[config.mk]
export PLATFORM = sky130hd
export DESIGN_NAME = uart_cmd_master
export DESIGN_NICKNAME = d
export VERILOG_FILES = /design/src/rtl/uart_pkg.sv /design/src/rtl/uart_bit_timer.sv /design/src/rtl/uart_cmd_master.sv
export SDC_FILE = /design/constraint.sdc
export NUM_CORES = 1
export LEC_CHECK = 0
export ABC_AREA = 1
export CORE_ASPECT_RATIO = 0.75
export CORE_UTILIZATION = 55
export CTS_BUF_LIST = sky130_fd_sc_hd__clkbuf_4 sky130_fd_sc_hd__clkbuf_8
export DETAILED_ROUTE_END_ITERATION = 7
export PLACE_DENSITY = 0.82
export SLEW_MARGIN = 20
export SYNTH_ARGS = -nofsm -noshare
export SYNTH_HDL_FRONTEND = slang
export SYNTH_SLANG_ARGS = --single-unit
[constraint.sdc]
create_clock -name clk -period 1.7 [get_ports clk]
set_clock_uncertainty 0.1 [all_clocks]
set_input_delay 0.34 -clock clk [delete_from_list [all_inputs] [get_ports clk]]
set_output_delay 0.34 -clock clk [all_outputs]
set_load 0.01 [all_outputs]
[src/rtl/uart_pkg.sv]
// uart_pkg: FSM states, parity modes and the parity helper shared by the UART command master.
package uart_pkg;
    localparam int PAR_NONE = 0;
    localparam int PAR_EVEN = 1;
    localparam int PAR_ODD  = 2;
    localparam int MAX_W    = 9;
    typedef enum logic [3:0] {
        IDLE, TX_START, TX_DATA, TX_PAR, TX_STOP, GAP,
        RX_WAIT, RX_START, RX_DATA, RX_PAR, RX_STOP, DONE
    } state_e;
    // Parity bit that completes a character for the given mode; narrower data is zero-extended.
    function automatic logic calc_parity(input logic [MAX_W-1:0] data, input int mode);
        return mode == PAR_ODD ? ~^data : mode == PAR_EVEN ? ^data : 1'b0;
    endfunction
endpackage

[src/rtl/uart_bit_timer.sv]
// uart_bit_timer: free-running bit-time divider, restartable for a full or half bit period.
module uart_bit_timer #(
    parameter int CLK_DIV = 434
) (
    input  logic clk,
    input  logic rst_n,
    input  logic start,
    input  logic half,
    output logic tick
);
    localparam int CW = $clog2(CLK_DIV);
    localparam logic [CW-1:0] LAST      = CW'(CLK_DIV - 1);
    localparam logic [CW-1:0] HALF_LOAD = CW'(CLK_DIV - CLK_DIV / 2);
    logic [CW-1:0] cnt_q;
    assign tick = cnt_q == LAST;
    always_ff @(posedge clk or negedge rst_n) begin
        if (!rst_n) cnt_q <= '0;
        else if (start) cnt_q <= half ? HALF_LOAD : '0;
        else cnt_q <= tick ? '0 : cnt_q + 1'b1;
    end
endmodule

[src/rtl/uart_cmd_master.sv]
// uart_cmd_master: sends read/write commands as framed UART characters and collects read responses.
module uart_cmd_master
    import uart_pkg::*;
#(
    parameter int CLK_DIV    = 434,
    parameter int DATA_W     = 8,
    parameter int PARITY     = 1,
    parameter int GAP_BITS   = 2,
    parameter int RX_TIMEOUT = 64
) (
    input  logic                clk,
    input  logic                rst_n,
    input  logic [2*DATA_W-1:0] cmd_in,
    input  logic                cmd_vld,
    output logic                cmd_rdy,
    input  logic                rx,
    output logic                tx,
    output logic [DATA_W-1:0]   rd_data,
    output logic                rd_vld,
    output logic                rd_err,
    output logic                rd_timeout
);
    localparam int BW = $clog2(DATA_W + 1);
    localparam int GW = $clog2(GAP_BITS + 2);
    localparam int TW = $clog2(RX_TIMEOUT * CLK_DIV);
    localparam logic [BW-1:0] BIT_LAST = BW'(DATA_W - 1);
    localparam logic [GW-1:0] GAP_LAST = GW'(GAP_BITS - 1);
    localparam logic [TW-1:0] TO_LAST  = TW'(RX_TIMEOUT * CLK_DIV - 1);
    state_e              state_q, state_d;
    logic                rw_q, rw_d, second_q, second_d;
    logic [DATA_W-1:0]   wdata_q, wdata_d, tsh_q, tsh_d, rsh_q, rsh_d, rd_data_q, rd_data_d;
    logic                tpar_q, tpar_d, rpar_q, rpar_d;
    logic [BW-1:0]       idx_q, idx_d;
    logic [GW-1:0]       gap_q, gap_d;
    logic [TW-1:0]       to_q, to_d;
    logic                rd_vld_q, rd_vld_d, rd_err_q, rd_err_d, rd_to_q, rd_to_d;
    logic                rx_meta_q, rx_sync_q, rx_prev_q;
    logic                tick, tmr_start, tmr_half;
    uart_bit_timer #(.CLK_DIV(CLK_DIV)) u_timer (
        .clk   (clk),
        .rst_n (rst_n),
        .start (tmr_start),
        .half  (tmr_half),
        .tick  (tick)
    );
    assign cmd_rdy    = state_q == IDLE;
    assign tx         = state_q == TX_START ? 1'b0 : state_q == TX_DATA ? tsh_q[0] : state_q == TX_PAR ? tpar_q : 1'b1;
    assign rd_data    = rd_data_q;
    assign rd_vld     = rd_vld_q;
    assign rd_err     = rd_err_q;
    assign rd_timeout = rd_to_q;
    always_comb begin
        state_d   = state_q;
        rw_d      = rw_q;
        second_d  = second_q;
        wdata_d   = wdata_q;
        tsh_d     = tsh_q;
        tpar_d    = tpar_q;
        idx_d     = idx_q;
        gap_d     = gap_q;
        to_d      = to_q;
        rsh_d     = rsh_q;
        rpar_d    = rpar_q;
        rd_data_d = rd_data_q;
        rd_err_d  = rd_err_q;
        rd_vld_d  = 1'b0;
        rd_to_d   = 1'b0;
        tmr_start = 1'b0;
        tmr_half  = 1'b0;
        case (state_q)
            IDLE: if (cmd_vld) begin
                rw_d      = cmd_in[2*DATA_W-1];
                wdata_d   = cmd_in[DATA_W-1:0];
                tsh_d     = cmd_in[2*DATA_W-1:DATA_W];
                tpar_d    = calc_parity(MAX_W'(cmd_in[2*DATA_W-1:DATA_W]), PARITY);
                second_d  = 1'b0;
                tmr_start = 1'b1;
                state_d   = TX_START;
            end
            TX_START: if (tick) begin
                idx_d   = '0;
                state_d = TX_DATA;
            end
            TX_DATA: if (tick) begin
                tsh_d = tsh_q >> 1;
                idx_d = idx_q + 1'b1;
                if (idx_q == BIT_LAST) state_d = PARITY != PAR_NONE ? TX_PAR : TX_STOP;
            end
            TX_PAR: if (tick) state_d = TX_STOP;
            TX_STOP: if (tick) begin
                if (!rw_q) begin
                    to_d    = '0;
                    state_d = RX_WAIT;
                end else if (second_q) begin
                    state_d = DONE;
                end else begin
                    tsh_d    = wdata_q;
                    tpar_d   = calc_parity(MAX_W'(wdata_q), PARITY);
                    second_d = 1'b1;
                    gap_d    = '0;
                    state_d  = GAP_BITS == 0 ? TX_START : GAP;
                end
            end
            GAP: if (tick) begin
                gap_d = gap_q + 1'b1;
                if (gap_q == GAP_LAST) state_d = TX_START;
            end
            // The timeout keeps running while a candidate start bit is being qualified.
            RX_WAIT, RX_START: begin
                to_d = to_q + 1'b1;
                if (to_q == TO_LAST) begin
                    rd_to_d = 1'b1;
                    state_d = IDLE;
                end else if (state_q == RX_WAIT && rx_prev_q && !rx_sync_q) begin
                    tmr_start = 1'b1;
                    tmr_half  = 1'b1;
                    state_d   = RX_START;
                end else if (state_q == RX_START && tick) begin
                    idx_d   = '0;
                    state_d = rx_sync_q ? RX_WAIT : RX_DATA;
                end
            end
            RX_DATA: if (tick) begin
                rsh_d = {rx_sync_q, rsh_q[DATA_W-1:1]};
                idx_d = idx_q + 1'b1;
                if (idx_q == BIT_LAST) state_d = PARITY != PAR_NONE ? RX_PAR : RX_STOP;
            end
            RX_PAR: if (tick) begin
                rpar_d  = rx_sync_q;
                state_d = RX_STOP;
            end
            RX_STOP: if (tick) begin
                rd_data_d = rsh_q;
                rd_err_d  = (PARITY != PAR_NONE && calc_parity(MAX_W'(rsh_q), PARITY) != rpar_q) || !rx_sync_q;
                rd_vld_d  = 1'b1;
                state_d   = DONE;
            end
            DONE: state_d = IDLE;
            default: state_d = IDLE;
        endcase
    end
    always_ff @(posedge clk or negedge rst_n) begin
        if (!rst_n) begin
            state_q   <= IDLE;
            rw_q      <= 1'b0;
            second_q  <= 1'b0;
            wdata_q   <= '0;
            tsh_q     <= '0;
            tpar_q    <= 1'b0;
            idx_q     <= '0;
            gap_q     <= '0;
            to_q      <= '0;
            rsh_q     <= '0;
            rpar_q    <= 1'b0;
            rd_data_q <= '0;
            rd_err_q  <= 1'b0;
            rd_vld_q  <= 1'b0;
            rd_to_q   <= 1'b0;
            rx_meta_q <= 1'b1;
            rx_sync_q <= 1'b1;
            rx_prev_q <= 1'b1;
        end else begin
            state_q   <= state_d;
            rw_q      <= rw_d;
            second_q  <= second_d;
            wdata_q   <= wdata_d;
            tsh_q     <= tsh_d;
            tpar_q    <= tpar_d;
            idx_q     <= idx_d;
            gap_q     <= gap_d;
            to_q      <= to_d;
            rsh_q     <= rsh_d;
            rpar_q    <= rpar_d;
            rd_data_q <= rd_data_d;
            rd_err_q  <= rd_err_d;
            rd_vld_q  <= rd_vld_d;
            rd_to_q   <= rd_to_d;
            rx_meta_q <= rx;
            rx_sync_q <= rx_meta_q;
            rx_prev_q <= rx_sync_q;
        end
    end
endmodule

-- Yosys cells after proc, flatten, opt, wreduce, memory -nomap -nowiden
Cells that the tools add are included.
Widths: inputs -> output; s select.
- register bits after elaboration: 76
- input bits: 20
- output and inout port bits: 13
- word-level logic and storage cells: 148
- add/subtract/negate cells: 4
- equal/unequal tests: 35
- mux-type cells: 63
- reductions and logical operators: 27
- operators with widths (cell ; number):
    $mux 4 ; 23
    $mux 8 ; 6
    $pmux 4 s10 ; 1
    $ne 2x2->1 const B ; 17
    $mux 15 ; 2
    $pmux 15 s2 ; 1
    $reduce_xor 9->1 ; 3
    $pmux 8 s3 ; 1
    $eq 4x3->1 const B ; 5
    $mux 1 ; 18
    $mux 9 ; 2
    $add 15x1->15 const B ; 1
    $eq 15x15->1 const B ; 1
    $reduce_and 13->1 ; 1
    $eq 4x4->1 const B ; 3
    $pmux 4 s3 ; 1
    $reduce_and 6->1 ; 2
    $reduce_and 5->1 ; 2
    $add 9x1->9 const B ; 1
    $eq 9x9->1 const B ; 1
    $eq 4x2->1 const B ; 2
    $mux 2 ; 4
    $reduce_and 2->1 ; 4
    $pmux 1 s2 ; 3
    other kinds (17) ; 24

-- Depth between registers and ports, before layout
Gate-level depths: netlist of run 1.
- word-level depth: 8
- mapped depth: 11

-- By module
Synthesis of run 1 repeated with hierarchy kept, for this count alone.
- cell total of the unflattened synthesis: 599
- area, all modules: 4441.8 um^2
- by module, submodules not included (module ; instances ; cells an instance ; area an instance (um^2) ; seq. area each (um^2)):
    uart_cmd_master ; 1 ; 521 ; 3878.7 ; 1680.4
    uart_bit_timer ; 1 ; 78 ; 563.0 ; 225.2

-- Least setup slack after synthesis of run 1
Ideal clock, no wire load.
- path kind: register to register
- from: register u_timer.cnt_q[0]
- to: register rd_err_q, in the netlist rd_err
- library setup time: 0.113 ns
- data arrival time: 1.497 ns
- path slack: -0.010 ns
- cell stages (with the launch flop): 11
- cell sequence: dfrtp_1 > ha_1 > nand2_1 > nor2_1 > nand2_1 > inv_1 > nand3_2 > inv_1 > or2_2 > nand2_1 > inv_1
- word-level cells in the longest chain between the ends: 2
- RTL lines (what ; line ; RTL):
    start: declaration ; uart_bit_timer.sv:14 ; logic [CW-1:0] cnt_q;
    start signal: assignment ; uart_bit_timer.sv:18 ; else if (start) cnt_q <= half ? HALF_LOAD : '0;
    start signal: assignment ; uart_bit_timer.sv:19 ; else cnt_q <= tick ? '0 : cnt_q + 1'b1;
    $eq 9x9->1 ; uart_bit_timer.sv:15 ; assign tick = cnt_q == LAST;
    $reduce_and 2->1 (no source line) ; - ;
    end signal: assignment ; uart_cmd_master.sv:175 ; rd_err_q <= rd_err_d;
    end: declaration ; uart_cmd_master.sv:36 ; logic rd_vld_q, rd_vld_d, rd_err_q, rd_err_d, rd_to_q, rd_to_d;
Every way passes these cells.
A chain may end at the register's enable or synchronous reset.

-- Final worst setup path of run 1
- from: register state_q[3]
- to: register tsh_q[6]
- word-level cells in the longest chain between the ends: 3
- elaborated cells on any way between the ends: 11
- classes of those cells: eq/ne (7); mux (1); reduce/logical (3)
- RTL lines (what ; line ; RTL):
    start: declaration ; uart_cmd_master.sv:29 ; state_e state_q, state_d;
    start signal: assignment ; uart_cmd_master.sv:163 ; state_q <= state_d;
    $eq 4x3->1, or another cell as far along ; uart_cmd_master.sv:70 ; case (state_q)
    $ne 2x2->1 (no source line) or $reduce_bool 3->1 (tied branches) ; - ;
    $reduce_and 6->1 (no source line) ; - ;
    end signal: assignment ; uart_cmd_master.sv:167 ; tsh_q <= tsh_d;
    end: declaration ; uart_cmd_master.sv:31 ; logic [DATA_W-1:0] wdata_q, wdata_d, tsh_q, tsh_d, rsh_q, rsh_d, rd_data_q, rd_data_d;
Parallel ways exist; a longest one is shown, timed or not.

==> results of run 1 <==
[worst max-delay path: cells and delay by family, from the launching register on]
family	cells	cell delay (ns)
and+or+nand+nor	6	0.72
buffers and inverters	2	0.30
AOI/OAI and AO/OA	2	0.35
DFF	1	0.43
[sequential cells by signal (all words and copies together), names as in the netlist]
register	count
wdata_q	8
rd_data	8
second_q	1
gap_q	2
rsh_q	8
rx_sync_q	1
tsh_q	8
rpar_q	1
rx_meta_q	1
to_q	15
rd_vld	1
state_q	4
rx_prev_q	1
u_timer.cnt_q	9
tpar_q	1
rw_q	1
rd_timeout	1
rd_err	1
idx_q	4
[cells in the mapped netlist, drive strengths merged (5+ instances only)]
master,number
nand3,48
inv,59
nor2,50
o21ai,52
xor2,17
dfrtp,73
nand4,8
nor3,5
buf,7
a21oi,13
ha,5
nand2,217
xnor2,12
[where the power goes]
| group | total [W] | switching [W] | internal [W] |
|---|---|---|---|
| registers | 0.00265 | 0.000439 | 0.00221 |
| clock network | 0.00144 | 0.000750 | 0.000694 |
| logic | 0.00584 | 0.00338 | 0.00246 |
[cell type report]
type / count / area (um^2)
sequential: 76 / 1910
tap: 101 / 126
clock inverter: 6 / 63.8
timing repair buffer: 134 / 1200
multi-input combinational: 446 / 2670
fill: 412 / 1230
inverter: 60 / 234
clock buffer: 10 / 131
[placed cells by master (no fill, tap or decap), drive strengths merged, types with 3 or more instances in the layout]
cell type,synthesis,final
a21oi,13,13
buf,7,104
clkbuf,2,10
clkdlybuf4s50,0,18
clkinv,1,3
dfrtp,73,73
dfstp,3,3
dlygate4sd2,0,9
ha,5,5
inv,59,60
mux2,3,3
nand2,217,218
nand3,48,48
nand3b,3,3
nand4,8,9
nor2,50,50
nor3,5,5
o21ai,52,52
o31ai,3,3
or2,4,4
xnor2,12,12
xor2,17,17
[metal layers]
layer / part of all wire / routed length, um
met2: 0.46 / 7230
met3: 0.10 / 1560
met1: 0.38 / 5910
met5: 0 / 0
met4: 0.055 / 863
[path summary, 6_finish.rpt]
| path | from | to | slack [ns] |
|---|---|---|---|
| hold reg to reg | rx_meta_q | rx_sync_q | 0.26 |
| min in group asynchronous | rst_n | wdata_q[2] | 0.38 |
| hold / removal | rx | rx_meta_q | 0.26 |
| setup reg to reg | state_q[3] | tsh_q[6] | -0.35 |
| max in group asynchronous | rst_n | rx_prev_q | 0.74 |
| setup / recovery | state_q[3] | tsh_q[6] | -0.35 |
[cells by family after synthesis]
family / share of synthesized area
and+or+nand+nor: 0.334
DFF: 0.431
AOI/OAI and AO/OA: 0.0895
buffers and inverters: 0.0665
xor gates and xnor gates: 0.0575
adders and majority gates: 0.0142
muxes: 0.00764
[repair_timing]
| item | in CTS | in global routing |
|---|---|---|
| buffers inserted | 17 | 15 |
| gates cloned | 2 | 0 |
| pin swaps | 31 | 28 |
| hold buffers | 1 | 0 |
| hold endpoints to repair | 73 | 0 |
| gates resized for setup | 118 | 59 |
| endpoints found under the setup margin | 78 | 75 |
[stage by stage]
stage / instance area, um^2 / hold slack [ns] / util / setup TNS, ns / instances
after CTS: 6010 / 0.256 / 0.794 / -3.60 / 821
after global routing: 6330 / 0.261 / 0.837 / -10.90 / 833
after global placement: 5350 / 0.247 / 0.707 / -2.73 / 785
final: 6330 / 0.258 / 0.837 / -8.54 / 833
after floorplan: 4420 / -0.0556 / - / -0.0328 / 589
after detailed placement: 5350 / 0.248 / 0.707 / -5.52 / 785
==> out/summary.txt, run 1 <==
status - finished with violations
violated checks - setup timing
cell accounting for the most synthesized area - dfrtp_1
YS warnings - 0
P per Cell Area - 1570 nW/um^2
DIE AREA - 8400 um^2
Reg2Reg Depth - 10
Layout area overhead - 43.3%
gr ovfl total - 0
flip-flop and latch count after synthesis - 76
Post-Syn Nets - 614
WHS Path Cells - 1
I/O pin count - 33
Max VDD drop - 1030 uV
CP max stage cell - dfrtp_1
CP cell instances - buf_4 -> buf_4 -> nor2_4 -> nand2_4 -> nand2_2 -> nand3_2 -> a21oi_4 -> nand2_4 -> nand2_2 -> o21ai_2
met3 usage - 0.0865
mean area per synthesized cell - 7.50 um^2
final net count - 752
Longest Clk Path Bufs - 2
Final Cycle Share - 1.20
Sink Count - 76
Final WS setup - -0.346 ns
first-pass GRT wire length - 22.3 mm
EDFF count, synth - 0
synth unique cells - 36
top cell type's share of synthesized area - 0.413
Tmin final - 2.05 ns
Primary FF master, synth - dfrtp_1
Least-Margin Pin Slew - 0.423 ns
Relative slew margins - 0.718
Post-synth ARST share - 1.00
vias per cell - 5.99
Die W - 106 um
final hold viol count - 0
layout cell share with drive strength beyond 1 - 0.322
final slew viol count - 0
Ant. Diodes - 0
Post-Place Worst Slack - -0.196 ns
Crit path largest cell delay - 0.43 ns
detailed router's first-iteration violation count - 497
crit start category - register
met2 global-route usage - 0.594
Post-DP HPWL - 7.88 mm
Leak - 3.09 nW
RSZ-0062 raised after global routing - yes
PortBufs - 32
Finish-stage setup viols - 56
Clock Tree Root - clkbuf_8
CP endpoint kind - register
Global Route met1 Usage - 0.415
# rows - 27
CP Max Fanout - 8
Worst Hold Class - in -> reg
Routability Congestion - 0.917
htree depth - 3
Avg WL per Cell - 18.7 um
Remaining DRCs - 0
vias after detailed routing - 4993
register area share after synthesis - 0.431
critical path data arrival time - 2.22 ns
initial antenna violation count - 0
f_max - 489 MHz
Total GRT Usage - 0.348
Clk Latency, worst-skew pair - 0.39 ns
Mapped Cells - 589
die height - 79.6 um
number of CTS-inserted buffers - 9
Post-Syn Area - 4420 um^2
Routed Antenna Nets - 0
largest net degree at the start of global routing - 77
Overall Power - 0.00994 W
clk slew on worst S/H paths - 0.10 ns
Detailed Routing Iterations Pass 1 - 6
Area contributors post-synth - dfrtp_1, nand2_1, nand3_1
Detailed Route WL - 15.6 mm
Required @ worst endpoint - 1.87 ns
Initial Util - 0.584
CP Class - reg -> reg
CTS tree - done
Top Usage Layer GRT - met2
Core ar. - 7570 um^2
Max-Cap Viols - 0
vias in the first global route - 4640
Power figures use the tool's default switching activity.
==> run 2: changes to the inputs <==
--- a/config.mk
+++ b/config.mk
@@ -6,7 +6,7 @@
 export NUM_CORES = 1
 export LEC_CHECK = 0
 export ABC_AREA = 1
-export CORE_ASPECT_RATIO = 0.75
+export CORE_ASPECT_RATIO = 0.5
 export CORE_UTILIZATION = 55
 export CTS_BUF_LIST = sky130_fd_sc_hd__clkbuf_4 sky130_fd_sc_hd__clkbuf_8
 export DETAILED_ROUTE_END_ITERATION = 7
==> run 2 against run 1 <==
The flow finishes with violations (DRC, setup timing). Critical endpoint is now idx_q[1]. Hold slack gained 0.0068 ns. Cell count grew 1.4%. Sequential share of layout area shrank 1.3 points. Die area grew 0.21%. Sequential cell count is the same. Combinational power grew 11%. Clock power grew 7%. Critical path type unchanged.
==> out/summary.txt, run 2 (synthesis gave the netlist of run 1 again) <==
vias in the first global route - 4376
Final WS setup - -0.340 ns
Core ar. - 7540 um^2
RR Startpoint - u_timer.cnt_q[6]
f_max - 490 MHz
Most flops, register - to_q
crit start category - register
filler cell count - 312
violated checks - DRC, setup timing
Ant. Diodes - 0
P per Cell Area - 1620 nW/um^2
Die W - 129 um
htree depth - 3
CP Max Fanout - 5
Clk Latency, worst-skew pair - 0.40 ns
commonest non-fill, non-tap cell in the layout - nand2_1
Clock Tree Root - clkbuf_8
vias after detailed routing - 5636
final net count - 757
most frequent cells in the layout - nand2_1, dfrtp_1, buf_4
first-pass GRT wire length - 20.6 mm
Worst Hold Class - in -> reg
detailed router's first-iteration violation count - 1049
Avg WL per Cell - 23.6 um
CP Launch Point - u_timer.cnt_q[6]
vias per cell - 6.67
Layout area overhead - 49.9%
Remaining DRCs - 11
Max VDD drop - 1250 uV
PortBufs - 32
clk slew on worst S/H paths - 0.10 ns
I/O pin count - 33
status - finished with violations
Least-Margin Pin Slew - 0.517 ns
Total GRT Usage - 0.325
critical path data arrival time - 2.22 ns
Detailed Routing Iterations Pass 1 - 8
Largest regs - to_q: 15 flops, u_timer.cnt_q: 9 flops
Reg2Reg Depth - 9
fin cells - 845
Routed Antenna Nets - 0
Routability Congestion - 0.904
die height - 65.4 um
worst reg2reg path endpoint - idx_q[1]
CP endpoint - idx_q[1]
Max-Cap Viols - 0
final hold viol count - 0
number of CTS-inserted buffers - 9
worst reg2reg setup slack - -0.34 ns
area of the multi-input gates - 2820 um^2
Overall Power - 0.0107 W
CP Class - reg -> reg
largest net degree at the start of global routing - 34
dpl cells - 796
Detailed Route WL - 20.0 mm
Sink Count - 76
Min-Delay Startpoint - rx
Largest register FFs - 15
final slew viol count - 0
initial antenna violation count - 0
Longest Clk Path Bufs - 2
RSZ-0062 raised after global routing - yes
DIE AREA - 8420 um^2
Leak - 3.20 nW
Finish-stage setup viols - 73
Required @ worst endpoint - 1.88 ns
Final TNS setup - -11.23 ns
Post-DP HPWL - 7.92 mm
Final Cycle Share - 1.20
Tmin final - 2.04 ns
CP endpoint kind - register
Initial Util - 0.586
CTS tree - done
layout cell share with drive strength beyond 1 - 0.373
gr ovfl total - 0
Reg area - 1910 um^2
Relative slew margins - 0.654
# rows - 22
-- run 2: changes by cell type in the layout (fill, tap and decap cells not counted), moves of 5 or more --
cell | previous run | this run
nand2_1 | 182 | 161
nand2_2 | 21 | 37
o21ai_0 | 25 | 11
o21ai_1 | 12 | 21
buf_6 | 25 | 30
nand2_4 | 13 | 18
o21ai_2 | 14 | 19
-- run 2: metal layers --
layer / GRT usage / routed length [um]
met3: 0.0863 / 2890
met4: 0.137 / 1790
met2: 0.546 / 8370
met5: 0 / 0
met1: 0.400 / 6920
-- run 2: critical path: stages (launching register included) --
cell,delay (ns)
dfrtp_1,0.42
inv_1,0.18
nand2_1,0.09
nor2_1,0.24
nand3_4,0.15
nand2_2,0.15
buf_6,0.11
nand4_1,0.21
nand2_1,0.18
nand2_1,0.08
-- run 2: cell type report --
cell class                 count  area share
multi-input combinational    446       0.425
tap                          108      0.0204
timing repair buffer         139       0.198
clock inverter                 4     0.00718
inverter                      60      0.0380
sequential                    76       0.288
clock buffer                  12      0.0240
-- run 2: where the power goes --
part	total (W)	switching, W	leakage [nW]	internal, W
Sequential	0.00272	0.000504	1.01	0.00221
Combinational	0.00646	0.00384	2.09	0.00262
Clock	0.00154	0.000770	0.106	0.000771
-- run 2: worst min path at each step --
stage | slack [ns] | end | cells after the start
6_report | 0.26 | rx_meta_q | 1
5_1_grt | 0.27 | rx_meta_q | 1
4_1_cts | 0.27 | rx_sync_q | 0
3_5_place_dp | 0.17 | u_timer.cnt_q[2] | 1
3_3_place_gp | 0.17 | u_timer.cnt_q[2] | 1
2_1_floorplan | -0.06 | gap_q[0] | 0
-- run 2: metrics by stage --
stage          hold WS (ns)  instance area (um^2)   util  worst slack (ns)
6_report              0.265                  6620  0.878            -0.340
4_1_cts               0.267                  5960  0.790            -0.174
2_1_floorplan       -0.0556                  4420      -           -0.0101
3_3_place_gp          0.169                  5390  0.714            -0.191
3_5_place_dp          0.170                  5390  0.714            -0.263
5_1_grt               0.271                  6620  0.878            -0.654
-- run 2: repair_timing --
action,4_1_cts,5_1_grt
pin swaps,17,46
hold buffers,1,0
setup endpoints to repair,77,77
hold endpoints to repair,20,0
gates resized for setup,94,155
setup buffers,13,20
gates cloned,2,3
==> run 3: changes to the inputs <==
--- a/config.mk
+++ b/config.mk
@@ -7,10 +7,10 @@
 export LEC_CHECK = 0
 export ABC_AREA = 1
 export CORE_ASPECT_RATIO = 0.5
-export CORE_UTILIZATION = 55
+export CORE_UTILIZATION = 66
 export CTS_BUF_LIST = sky130_fd_sc_hd__clkbuf_4 sky130_fd_sc_hd__clkbuf_8
 export DETAILED_ROUTE_END_ITERATION = 7
-export PLACE_DENSITY = 0.82
+export PLACE_DENSITY = 0.91
 export SLEW_MARGIN = 20
 export SYNTH_ARGS = -nofsm -noshare
 export SYNTH_HDL_FRONTEND = slang
==> constraint.sdc (replaced) <==
create_clock -name clk -period 2.45 [get_ports clk]
set_clock_uncertainty 0.1 [all_clocks]
set_input_delay 0.49 -clock clk [delete_from_list [all_inputs] [get_ports clk]]
set_output_delay 0.49 -clock clk [all_outputs]
set_load 0.01 [all_outputs]
==> run 3 against run 2 <==
The flow now finishes without violations. Register-to-register slack improved by 0.56 ns. Cell count decreased by 13%. Sequential power down 32%. Via count is 31% lower. Routed wire length fell by 52%. Global-route usage fell by 3.0 points. Final area down 23%. Sequential cell count unchanged. Sequential share of layout area is 8.5 points higher. Clock power down 36%. Largest cell class unchanged. Largest power group unchanged. Highest routed layer unchanged.
==> out/summary.txt, run 3 (synthesis gave the netlist of run 1 again) <==
first-pass GRT wire length - 16.0 mm
Sw Pwr - 0.00213 W
final net count - 663
Total GRT Usage - 0.295
crit start category - register
Remaining DRCs - 0
CTS tree - done
P per Cell Area - 991 nW/um^2
CP Max Fanout - 7
CP max stage cell - clkdlybuf4s50_1
Ant. Diodes - 0
layout cell share with drive strength beyond 1 - 0.121
CP cell instances - nor2_4 -> nand2_1 -> inv_1 -> clkdlybuf4s50_1
most frequent cells in the layout - nand2_1, dfrtp_1, inv_1
PortBufs - 32
filler cell count - 412
power share of the clock group - 0.194
Final TNS setup - 0 ns
htree depth - 3
RSZ-0062 raised after global routing - no
I/O pin count - 33
Most flops, register - to_q
CP endpoint kind - primary output
Avg WL per Cell - 13.2 um
Seq pwr share - 0.366
Routed Antenna Nets - 0
Largest regs - to_q: 15 flops, u_timer.cnt_q: 9 flops
Sink Count - 76
Routability Congestion - 0.912
crit path buf inv count - 2
gr ovfl total - 0
Longest Clk Path Bufs - 2
final hold viol count - 0
CP Class - reg -> out
Largest register FFs - 15
Detailed Routing Iterations Pass 1 - 5
Internal - 0.00294 W
commonest non-fill, non-tap cell in the layout - nand2_1
Reg2Reg Depth - 7
initial antenna violation count - 0
Least-Margin Pin Slew - 0.352 ns
largest net degree at the start of global routing - 39
Post-DP HPWL - 7.09 mm
Worst Hold Class - reg -> reg
switch share - 0.420
Max-Cap Viols - 0
f_max - 421 MHz
Clk Latency, worst-skew pair - 0.36 ns
DIE AREA - 7050 um^2
Max VDD drop - 582 uV
Final Cycle Share - 0.970
Overall Power - 0.00508 W
final slew viol count - 0
number of CTS-inserted buffers - 9
clk slew on worst S/H paths - 0.07 ns
vias after detailed routing - 3900
Logic pwr share - 0.440
Relative slew margins - 0.765
status - complete, no violations
cell family with most CP delay - buffers and inverters
Leak - 2.48 nW
Post-Place Worst Slack - 0.286 ns
Core ar. - 6260 um^2
Die W - 118 um
Final WS setup - 0.0747 ns
vias per cell - 5.34
critical path data arrival time - 1.79 ns
# rows - 20
vias in the first global route - 3562
Initial Util - 0.706
WHS Path Cells - 0
Crit path largest cell delay - 0.53 ns
detailed router's first-iteration violation count - 278
Finish-stage setup viols - 0
Layout area overhead - 15.9%
Required @ worst endpoint - 1.86 ns
Tmin final - 2.38 ns
Detailed Route WL - 9.66 mm
CP Depth - 4
die height - 59.9 um
Clock Tree Root - clkbuf_8
-- run 3: cell count changes in the layout (fill, tap and decap cells not counted), sizes merged, moves of 2 or more --
cell / delta
dlygate4sd2: -6
clkinv: -2
dlymetal6s2s: -2
clkdlybuf4s50: +10
buf: -92
-- run 3: path summary, 6_finish.rpt --
path | from | slack [ns] | end
worst max-delay path | state_q[0] | 0.07 | cmd_rdy
worst min-delay path | rx_meta_q | 0.26 | rx_sync_q
worst max register to register | to_q[0] | 0.22 | u_timer.cnt_q[7]
worst min register to register | rx_meta_q | 0.26 | rx_sync_q
max in group asynchronous | rst_n | 1.27 | tsh_q[2]
min in group asynchronous | rst_n | 0.47 | tpar_q
-- run 3: layer usage --
layer / share of wire / track usage
met4: 0.015 / 0.110
met2: 0.45 / 0.492
met1: 0.48 / 0.380
met3: 0.057 / 0.0754
met5: 0 / 0
-- run 3: power by group through the flow --
stage,logic (W),clock network [W],registers [W]
after floorplan,0.00169,0,0.00177
after global routing,0.00249,0.00105,0.00189
after CTS,0.00216,0.000996,0.00185
final,0.00223,0.000986,0.00186
after detailed placement,0.00209,0,0.00187
after global placement,0.00201,0,0.00185
-- run 3: worst reg2reg max path, delay by kind of cell, from the launching register on --
family / cells / cell delay, ns
flip-flops: 1 / 0.44
adder cells (fa/ha/maj): 1 / 0.26
AND/OR/NAND/NOR: 5 / 1.07
AO/OA/AOI/OAI: 1 / 0.27
-- run 3: stage by stage --
step                      utilization  hold slack [ns]  area, um^2  std cells
after global routing            0.819            0.266        5120        731
after CTS                       0.814            0.263        5090        728
after detailed placement        0.774            0.253        4840        707
after global placement          0.774            0.246        4840        707
final                           0.819            0.260        5120        731
after floorplan                     -           0.0944        4420        589
-- run 3: area by class of cell --
class	count	area [um^2]	area share
multi-input cells	444	2220	0.434
clock inverters	2	35.0	0.00684
inverters	60	229	0.0447
well taps	88	110	0.0215
flip-flops and latches	76	1910	0.373
clock buffers	14	168	0.0327
repair buffers	47	448	0.0874
-- run 3: timing repair --
action                                 in CTS  in global routing
setup endpoints to repair                   2                  2
buffers inserted                            4                  3
endpoints found under the hold margin      19                  0
resized for setup                           5                  2
pin swaps                                   1                  2
hold buffers                                1                  0
